## config.mk

```make
export PLATFORM = sky130hd
export DESIGN_NAME = stopwatch_timer
export DESIGN_NICKNAME = d
export VERILOG_FILES = /design/src/rtl/stopwatch_pkg.sv /design/src/rtl/stopwatch_prescaler.sv /design/src/rtl/stopwatch_timer.sv
export SDC_FILE = /design/constraint.sdc
export NUM_CORES = 1
export LEC_CHECK = 0
export ABC_AREA = 1
export CELL_PAD_IN_SITES_DETAIL_PLACEMENT = 0
export CELL_PAD_IN_SITES_GLOBAL_PLACEMENT = 1
export CORE_ASPECT_RATIO = 0.6
export CORE_MARGIN = 2
export CORE_UTILIZATION = 37
export CTS_BUF_LIST = sky130_fd_sc_hd__clkbuf_16
export CTS_CLUSTER_SIZE = 8
export DETAILED_ROUTE_END_ITERATION = 7
export GPL_ROUTABILITY_DRIVEN = 0
export GPL_TIMING_DRIVEN = 0
export PLACE_DENSITY = 0.94
export SETUP_SLACK_MARGIN = 0.3
export SLEW_MARGIN = 15
export SYNTH_ARGS = -nofsm -noshare
export SYNTH_HDL_FRONTEND = slang
export SYNTH_SLANG_ARGS = --single-unit
```

## constraint.sdc

```tcl
create_clock -name clk -period 3.55 [get_ports clk]
set_input_delay 1.065 -clock clk [delete_from_list [all_inputs] [get_ports clk]]
set_output_delay 1.065 -clock clk [all_outputs]
set_load 0.03 [all_outputs]
```

## src/rtl/stopwatch_pkg.sv

```systemverilog
// stopwatch_pkg: shared types and helpers for the stopwatch timer slice.
//   stopwatch_state_t : FSM state encoding (IDLE / RUN / DONE)
//   presc_width()     : prescaler counter width, $clog2(PRESCALE) but at least 1
package stopwatch_pkg;

  typedef enum logic [1:0] {STATE_IDLE, STATE_RUN, STATE_DONE} stopwatch_state_t;

  function automatic int presc_width(input int prescale);
    return (prescale < 2) ? 1 : $clog2(prescale);
  endfunction

endpackage

```

## src/rtl/stopwatch_prescaler.sv

```systemverilog
// stopwatch_prescaler: divides clk into one count tick every PRESCALE cycles.
//   clk, rst : clock, asynchronous active-high reset
//   enable   : count while high; count is forced to 0 while low
//   tick     : combinational, high in the cycle the count sits at PRESCALE-1
//              (and enable is high)
module stopwatch_prescaler
  import stopwatch_pkg::*;
#(
  parameter int PRESCALE = 1
) (
  input  logic clk,
  input  logic rst,
  input  logic enable,
  output logic tick
);

  localparam int PW = presc_width(PRESCALE);
  localparam logic [PW-1:0] LAST = PW'(PRESCALE - 1);

  logic [PW-1:0] cnt_q, cnt_d;

  always_comb begin
    cnt_d = '0;
    if (enable && cnt_q != LAST) cnt_d = cnt_q + 1'b1;
  end

  assign tick = enable && (cnt_q == LAST);

  always_ff @(posedge clk or posedge rst) begin
    if (rst) cnt_q <= '0;
    else     cnt_q <= cnt_d;
  end

endmodule

```

## src/rtl/stopwatch_timer.sv

```systemverilog
// stopwatch_timer: prescaled up/down stopwatch counter with expiry detection.
//   clk, rst       : clock, asynchronous active-high reset
//   start/stop     : level requests; 10 = run, 01 = pause, 00/11 = hold
//   clear          : synchronous clear, highest priority
//   load/load_value: synchronous preload, ignored while running
//   mode_down      : 0 = count up, 1 = count down (sampled each tick)
//   lap            : lap capture request (used only with the lap feature)
//   counter_value  : registered count
//   running        : state is RUN
//   expired        : sticky, countdown reached 0 (cleared by clear/load)
//   overflow       : one-cycle pulse on up-mode wrap (SATURATE=0)
//   lap_value      : captured count, tied to 0 without the lap feature
// Optional feature macro: STOPWATCH_LAP_CAPTURE_EN
module stopwatch_timer
  import stopwatch_pkg::*;
#(
  parameter int N        = 16,
  parameter int PRESCALE = 1,
  parameter int SATURATE = 0
) (
  input  logic         clk,
  input  logic         rst,
  input  logic         start,
  input  logic         stop,
  input  logic         clear,
  input  logic         load,
  input  logic [N-1:0] load_value,
  input  logic         mode_down,
  input  logic         lap,
  output logic [N-1:0] counter_value,
  output logic         running,
  output logic         expired,
  output logic         overflow,
  output logic [N-1:0] lap_value
);

  localparam logic [N-1:0] CNT_MAX = '1;
  localparam logic [N-1:0] CNT_ONE = N'(1);

  stopwatch_state_t state_q, state_d, state_base;
  logic [N-1:0] cnt_q, cnt_d;
  logic         exp_q, exp_d;
  logic         ovf_q, ovf_d;
  logic         tick;
  logic         run_en;

  // Command-driven next state. The prescaler keys off this (not state_d) so
  // the countdown-to-DONE transition below does not loop back into tick.
  always_comb begin
    state_base = state_q;
    if (clear)
      state_base = STATE_IDLE;
    else if (load && state_q != STATE_RUN)
      state_base = STATE_IDLE;
    else if (start && !stop) begin
      // A finished countdown cannot be restarted in down mode.
      if (!(state_q == STATE_DONE && mode_down)) state_base = STATE_RUN;
    end else if (stop && !start && state_q == STATE_RUN)
      state_base = STATE_IDLE;
  end

  assign run_en = (state_base == STATE_RUN);

  stopwatch_prescaler #(.PRESCALE(PRESCALE)) u_presc (
    .clk    (clk),
    .rst    (rst),
    .enable (run_en),
    .tick   (tick)
  );

  always_comb begin
    state_d = state_base;
    cnt_d   = cnt_q;
    exp_d   = exp_q;
    ovf_d   = 1'b0;
    if (clear) begin
      cnt_d = '0;
      exp_d = 1'b0;
    end else if (load && state_q != STATE_RUN) begin
      cnt_d = load_value;
      exp_d = 1'b0;
    end else if (tick) begin
      if (!mode_down) begin
        if (cnt_q == CNT_MAX) begin
          if (SATURATE == 0) begin
            cnt_d = '0;
            ovf_d = 1'b1;
          end
        end else begin
          cnt_d = cnt_q + 1'b1;
        end
      end else begin
        // Reaching 0, or ticking while already at 0, finishes the countdown.
        if (cnt_q != '0) cnt_d = cnt_q - 1'b1;
        if (cnt_q == '0 || cnt_q == CNT_ONE) begin
          state_d = STATE_DONE;
          exp_d   = 1'b1;
        end
      end
    end
  end

  always_ff @(posedge clk or posedge rst) begin
    if (rst) begin
      state_q <= STATE_IDLE;
      cnt_q   <= '0;
      exp_q   <= 1'b0;
      ovf_q   <= 1'b0;
    end else begin
      state_q <= state_d;
      cnt_q   <= cnt_d;
      exp_q   <= exp_d;
      ovf_q   <= ovf_d;
    end
  end

  assign counter_value = cnt_q;
  assign running       = (state_q == STATE_RUN);
  assign expired       = exp_q;
  assign overflow      = ovf_q;

`ifdef STOPWATCH_LAP_CAPTURE_EN
  logic [N-1:0] lap_q, lap_d;

  // Captures the value being registered on this edge, not the current one.
  always_comb begin
    lap_d = lap_q;
    if (clear)
      lap_d = '0;
    else if (lap && state_q == STATE_RUN)
      lap_d = cnt_d;
  end

  always_ff @(posedge clk or posedge rst) begin
    if (rst) lap_q <= '0;
    else     lap_q <= lap_d;
  end

  assign lap_value = lap_q;
`else
  logic unused_lap;
  assign unused_lap = lap;
  assign lap_value  = '0;
`endif

endmodule

```

# ---- Yosys cells after proc, flatten, opt, wreduce, memory -nomap -nowiden
# Cells that the tools add are included.
dict set report totals {
  regBits 21
  ram_bits 0
  mem_count 0
  out_inout_bits 35
  romBits 0
  input_bits 24
  latchBits 0
}
dict set report op_classes {
  eq_ne 7
  reduce_logical 17
  n_mux 27
  n_bitwise 1
  div_mod_pow 0
  magnitude_cmp 0
  shifts 0
  multipliers 0
  add_sub_neg 3
}
# cell count
set ops {}
lappend ops {{$mux W16} 6}
lappend ops {{$mux W2} 10}
lappend ops {{$add A16 B1 Y16 const B} 1}
lappend ops {{$eq A16 B1 Y1 const B} 1}
lappend ops {{$eq A16 B16 Y1 const B} 1}
lappend ops {{$logic_not A16 Y1} 1}
lappend ops {{$reduce_bool A16 Y1} 1}
lappend ops {{$sub A16 B1 Y16 const B} 1}
lappend ops {{$mux W1} 11}
lappend ops {{$reduce_bool A3 Y1} 3}
lappend ops {{$logic_and A1 B1 Y1} 7}
lappend ops {{$eq A2 B1 Y1 const B} 2}
lappend ops {{$ne A4 B2 Y1 const B} 1}
lappend ops {{$reduce_and A3 Y1} 1}
lappend ops {{$eq A2 B2 Y1 const B} 1}
lappend ops {{$logic_not A1 Y1} 2}
lappend ops {{$ne A2 B1 Y1 const B} 1}
lappend ops {{$reduce_and A2 Y1} 1}
lappend ops {{$add A1 B1 Y1 const B} 1}
lappend ops {{$logic_or A1 B1 Y1} 1}
lappend ops {{$not A1 Y1} 1}

# ---- Logic depth before layout (Yosys ltp)
dict set report logic_depth {
  ltp_word 12
  depth_mapped 12
  depth_no_buf 11
}

# ---- Modules after synthesis
# Synthesis repeated with hierarchy kept, for this count alone.
dict set report hier_totals {
  cells_unflattened 359
  hier_area_um2 2239.6
}
# mod n_inst area_each_um2 cells_per_inst seq_area_each_um2
set modules_own_cells {}
lappend modules_own_cells {stopwatch_timer 1 2197.1 354 500.5}
lappend modules_own_cells {stopwatch_prescaler 1 42.5 5 25.0}

# ---- Worst setup path after synthesis
# OpenSTA, ideal clock, no wires.
dict set report synth_path {
  kind {input -> register}
  startpoint {input port start}
  endpoint {register cnt_q[14] (netlist: counter_value[14])}
  slack_ps 1476
  t_arrival_ps 1959
  cell_stages 10
  required_time_ps 3434
  path_cell_list {inv_1 -> nor2_1 -> nand2_1 -> nand2_1 -> nand2_2 -> o21ai_4 -> nand2_4 -> buf_12 -> nand2_2 -> nand2_2}
}
dict set report synth_via {
  elab_chain_len 11
  elab_cells_between_ends 12
  classes_between {eq/ne (1); mux (4); reduce/logical (7)}
}
# item line_no
set synth_rtl {}
lappend synth_rtl {{from (decl)} stopwatch_timer.sv:23} ;# input logic start,
lappend synth_rtl {{$logic_not A1 Y1} stopwatch_timer.sv:58} ;# end else if (stop && !start && state_q == STATE_RUN)
lappend synth_rtl {{$logic_and A1 B1 Y1 (2 in a row)} stopwatch_timer.sv:58}
lappend synth_rtl {{$mux W2} stopwatch_timer.sv:58}
lappend synth_rtl {{$mux W2 (*)} stopwatch_timer.sv:55} ;# else if (start && !stop) begin
lappend synth_rtl {{$mux W2 (*)} stopwatch_timer.sv:53} ;# else if (load && state_q != STATE_RUN)
lappend synth_rtl {{$mux W2 (*)} stopwatch_timer.sv:51} ;# if (clear)
lappend synth_rtl {{$eq A2 B1 Y1 (*)} stopwatch_timer.sv:62} ;# assign run_en = (state_base == STATE_RUN);
lappend synth_rtl {{$logic_and A1 B1 Y1 (*)} stopwatch_prescaler.sv:27} ;# assign tick = enable && (cnt_q == LAST);
lappend synth_rtl {{$reduce_bool A3 Y1 (no line) (*)} n/a}
lappend synth_rtl {{$reduce_and A2 Y1 (no line) (*)} n/a}
lappend synth_rtl {{to (signal assigned)} stopwatch_timer.sv:111} ;# cnt_q <= cnt_d;
lappend synth_rtl {{to (decl)} stopwatch_timer.sv:41} ;# logic [N-1:0] cnt_q, cnt_d;
# Every way passes the cells marked *; elsewhere a longest branch is shown, timed or not.
# A chain may end at the register's enable or synchronous reset.

# ---- Worst setup path in the final report
dict set report layout_path {
  startpoint {register state_q[1]}
  endpoint {output port running}
}
dict set report layout_via {
  elab_chain_len 1
}
# item line_no
set layout_rtl {}
lappend layout_rtl {{from (decl)} stopwatch_timer.sv:40} ;# stopwatch_state_t state_q, state_d, state_base;
lappend layout_rtl {{from (signal assigned)} stopwatch_timer.sv:110} ;# state_q <= state_d;
lappend layout_rtl {{$eq A2 B1 Y1} stopwatch_timer.sv:118} ;# assign running = (state_q == STATE_RUN);
lappend layout_rtl {{to (decl)} stopwatch_timer.sv:31} ;# output logic running,
# No other way between the ends.

==> run_results.csv <==
group,metric,value,unit
clock_network,cts_resized,0,
sta,final-hold-violation-count,0,
logic_synthesis,synthCells,371,
global_route,grtUsageTotal,20.6,%
logic_synthesis,muxShareOfSynthArea,0,%
cells_and_area,drive_above_1_share,17.4,%
logic_synthesis,synth_warnings,0,
detailed_routing,avgRoutedWirePerCell,13.2,um
die,rows,22,
clock_network,postCtsSetupRepairBufs,0,
sta,rsz0062_at_grt,"no",
sta,skew,0.00311,ns
clock_network,clk_latency,0.26,ns
logic_synthesis,yosys.area_share.simple,50.7,%
logic_synthesis,yosys.area_share.adder,1.61,%
sta,period_share,72.3,%
critical_path,crit_type,"flip-flop to output pin",
cells_and_area,finalNonFillerCells,516,
outcome,status,"finished, final reports clean",
logic_synthesis,synth_seq_cells,21,
sta,slew_violations,0,
logic_synthesis,syn_area,2330,sq um
pwr,p_leak,0.00146,uW
cells_and_area,nets,460,
detailed_routing,drtIter0Drc,230,
cells_and_area,syn2layout_area_growth,28.1,%
die,io_pins,59,
logic_synthesis,synth_top_family_by_area,"simple AND/OR/NAND/NOR gates",
clock_network,clock_path_buffers,2,
clock_network,cts_tree,"yes",
clock_network,numCtsBuffers,3,
logic_synthesis,synth.top_cell.area_share,22.6,%
detailed_routing,vias,2492,
global_route,grt-ovfl-total,0,
die,start_util,38.2,%
sta,max_freq,390,MHz
clock_network,hold_buffers,0,
pwr,power.density,347,nW/um^2
cells_and_area,final_cell_mix,"nand2_1 (98), nand3_1 (46), nor2_1 (46), clkdlybuf4s50_1 (41), inv_1 (36)",
die,dieArea,6960,sq um
detailed_routing,drcViolationCount,0,
global_route,grt_pass1_vias,2200,
clock_network,cts-root-buf,"clkbuf_16",
die,die_x,106,um
detailed_routing,wirelength,6800,um
sta,fin_setup_tns,0,ns
sta,fin_crit,2.57,ns
logic_synthesis,ys_types,33,
cells_and_area,diodes,0,
critical_path,cp.required,2.48,ns
logic_synthesis,synthXorXnorAreaFrac,2.26,%
sta,relSlewSlack,39.1,%
die,dieHeight,65.4,um
sta,tightest_slew,0.913,ns
job,max_cap_viol_count,0,
logic_synthesis,seq_area_frac_synth,22.6,%
global_route,grt_max_degree,22,
detailed_routing,drt_pass1_iterations,5,
place,port-buffer-count,41,
place,dpl.hpwl,5250,um
global_route,grt_pass1_wl,11100,um
critical_path,path_max_fanout,4,
logic_synthesis,synth.area.top_cells,"dfrtp_1 (23%), nand2_1 (16%), nand3_1 (9.9%)",
clock_network,clk_pin_slew,0.07,ns
critical_path,crit_arrival,1.50,ns
logic_synthesis,synth-compound-area-share,6.19,%
critical_path,start_kind,"flip-flop",
clock_network,h-tree-depth,1,
critical_path,cp-end-kind,"output pin",
logic_synthesis,synth_top_cell_by_area,"dfrtp_1",
place,dp_cells,512,
global_route,antenna_found_initial,0,
cells_and_area,layout_commonest_cell,"nand2_1",
worst_hold_path,hold_path.class,"flip-flop to flip-flop",
cells_and_area,fillerInstances,635,
logic_synthesis,synth.avg_cell_area,6.27,sq um
clock_network,clock-sinks,21,
detailed_routing,ant_nets,0,
detailed_routing,post_drt_via_cell_ratio,4.83,
pwr,ir_drop,0.173,mV
cells_and_area,final_core_util,49.0,%
die,core,6080,sq um
sta,setup_viol,0,
cells by family (layout without fill, tap and decap cells):
family / count (synthesis) / after routing
AND/OR/NAND/NOR: 245 / 245
buffers and inverters: 70 / 115
AO/OA/AOI/OAI: 25 / 25
flip-flops: 21 / 21
XOR/XNOR: 6 / 6
adder cells (fa/ha/maj): 3 / 3
other: 1 / 17
worst paths after layout:
kind                                         startpoint                            end  slack [ns]  depth (start not counted)
setup / recovery                   state_q[1]$_DFF_PP0_                        running        0.98                          4
hold / removal                      expired$_DFFE_PP0P_            expired$_DFFE_PP0P_        0.52                          2
setup reg to reg           counter_value[0]$_DFFE_PP0P_  counter_value[14]$_DFFE_PP0P_        1.65                          9
hold reg to reg                     expired$_DFFE_PP0P_            expired$_DFFE_PP0P_        0.52                          2
max in group asynchronous                           rst   counter_value[8]$_DFFE_PP0P_        1.69                          2
min in group asynchronous                           rst  counter_value[12]$_DFFE_PP0P_        1.30                          2
registers in the layout, indices dropped and copies added, names as in the netlist:
name and flops:
state_q 2, overflow 1, u_presc.cnt_q 1, expired 1, counter_value 16
layer usage:
metal,track usage [%],part of all wire [%],up-vias
li1,-,-,1270
met2,29.8,40,99
met4,2.14,0.22,0
met3,3.77,8.8,2
met1,32.3,51,1121
met5,0,0,-
power by group:
| part | leakage, uW | total (uW) | switching (uW) | internal, uW |
|---|---|---|---|---|
| Sequential | 0.000274 | 288 | 26.3 | 262 |
| Clock | 0.0000423 | 253 | 102 | 151 |
| Combinational | 0.00114 | 494 | 310 | 184 |
critical path: stages (launching register included):
cell	delay, ns
dfrtp_1	0.42
inv_2	0.05
nand2_1	0.06
inv_1	0.06
clkdlybuf4s50_1	0.65
area by class of cell:
class | count | area (sq um) | area share [%]
Inverter | 38 | 143 | 4.79
Clock buffer | 3 | 75.1 | 2.52
Tap cell | 84 | 105 | 3.53
Buffer | 32 | 241 | 8.10
Clock inverter | 1 | 3.75 | 0.126
Sequential cell | 21 | 526 | 17.6
Multi-Input combinational cell | 296 | 1480 | 49.5
Timing Repair Buffer | 41 | 410 | 13.8
synthesized netlist by cell type:
cell      instances
a21oi_1           6
buf_12            1
buf_2             6
buf_4            20
buf_6             3
clkbuf_1          2
conb_1            1
dfrtp_1          21
ha_1              3
inv_1            35
inv_2             3
nand2_1          98
nand2_2          15
nand2_4           1
nand3_1          46
nand3_2           1
nand3_4           1
nand3b_1          1
nand4_1          11
nand4_4           1
nor2_1           46
nor2_2            6
nor2_4            6
nor3_1            3
nor3b_1           1
nor4_1            1
o211ai_1          3
o21ai_0          13
o21ai_1           2
o21ai_4           1
or2_2             7
xnor2_1           1
xor2_1            5
per-stage QoR:
stage / cell area (sq um) / hold slack, ns / power, uW / setup slack, ns
6_report: 2980 / 0.524 / 1040 / 0.983
5_1_grt: 2980 / 0.584 / 1100 / 0.816
4_1_cts: 2980 / 0.534 / 1040 / 0.975
3_5_place_dp: 2900 / 0.525 / 781 / 0.762
3_3_place_gp: 2900 / 0.516 / 775 / 0.790
2_1_floorplan: 2390 / 0.526 / 637 / 1.48
Power figures use the tool's default switching activity.
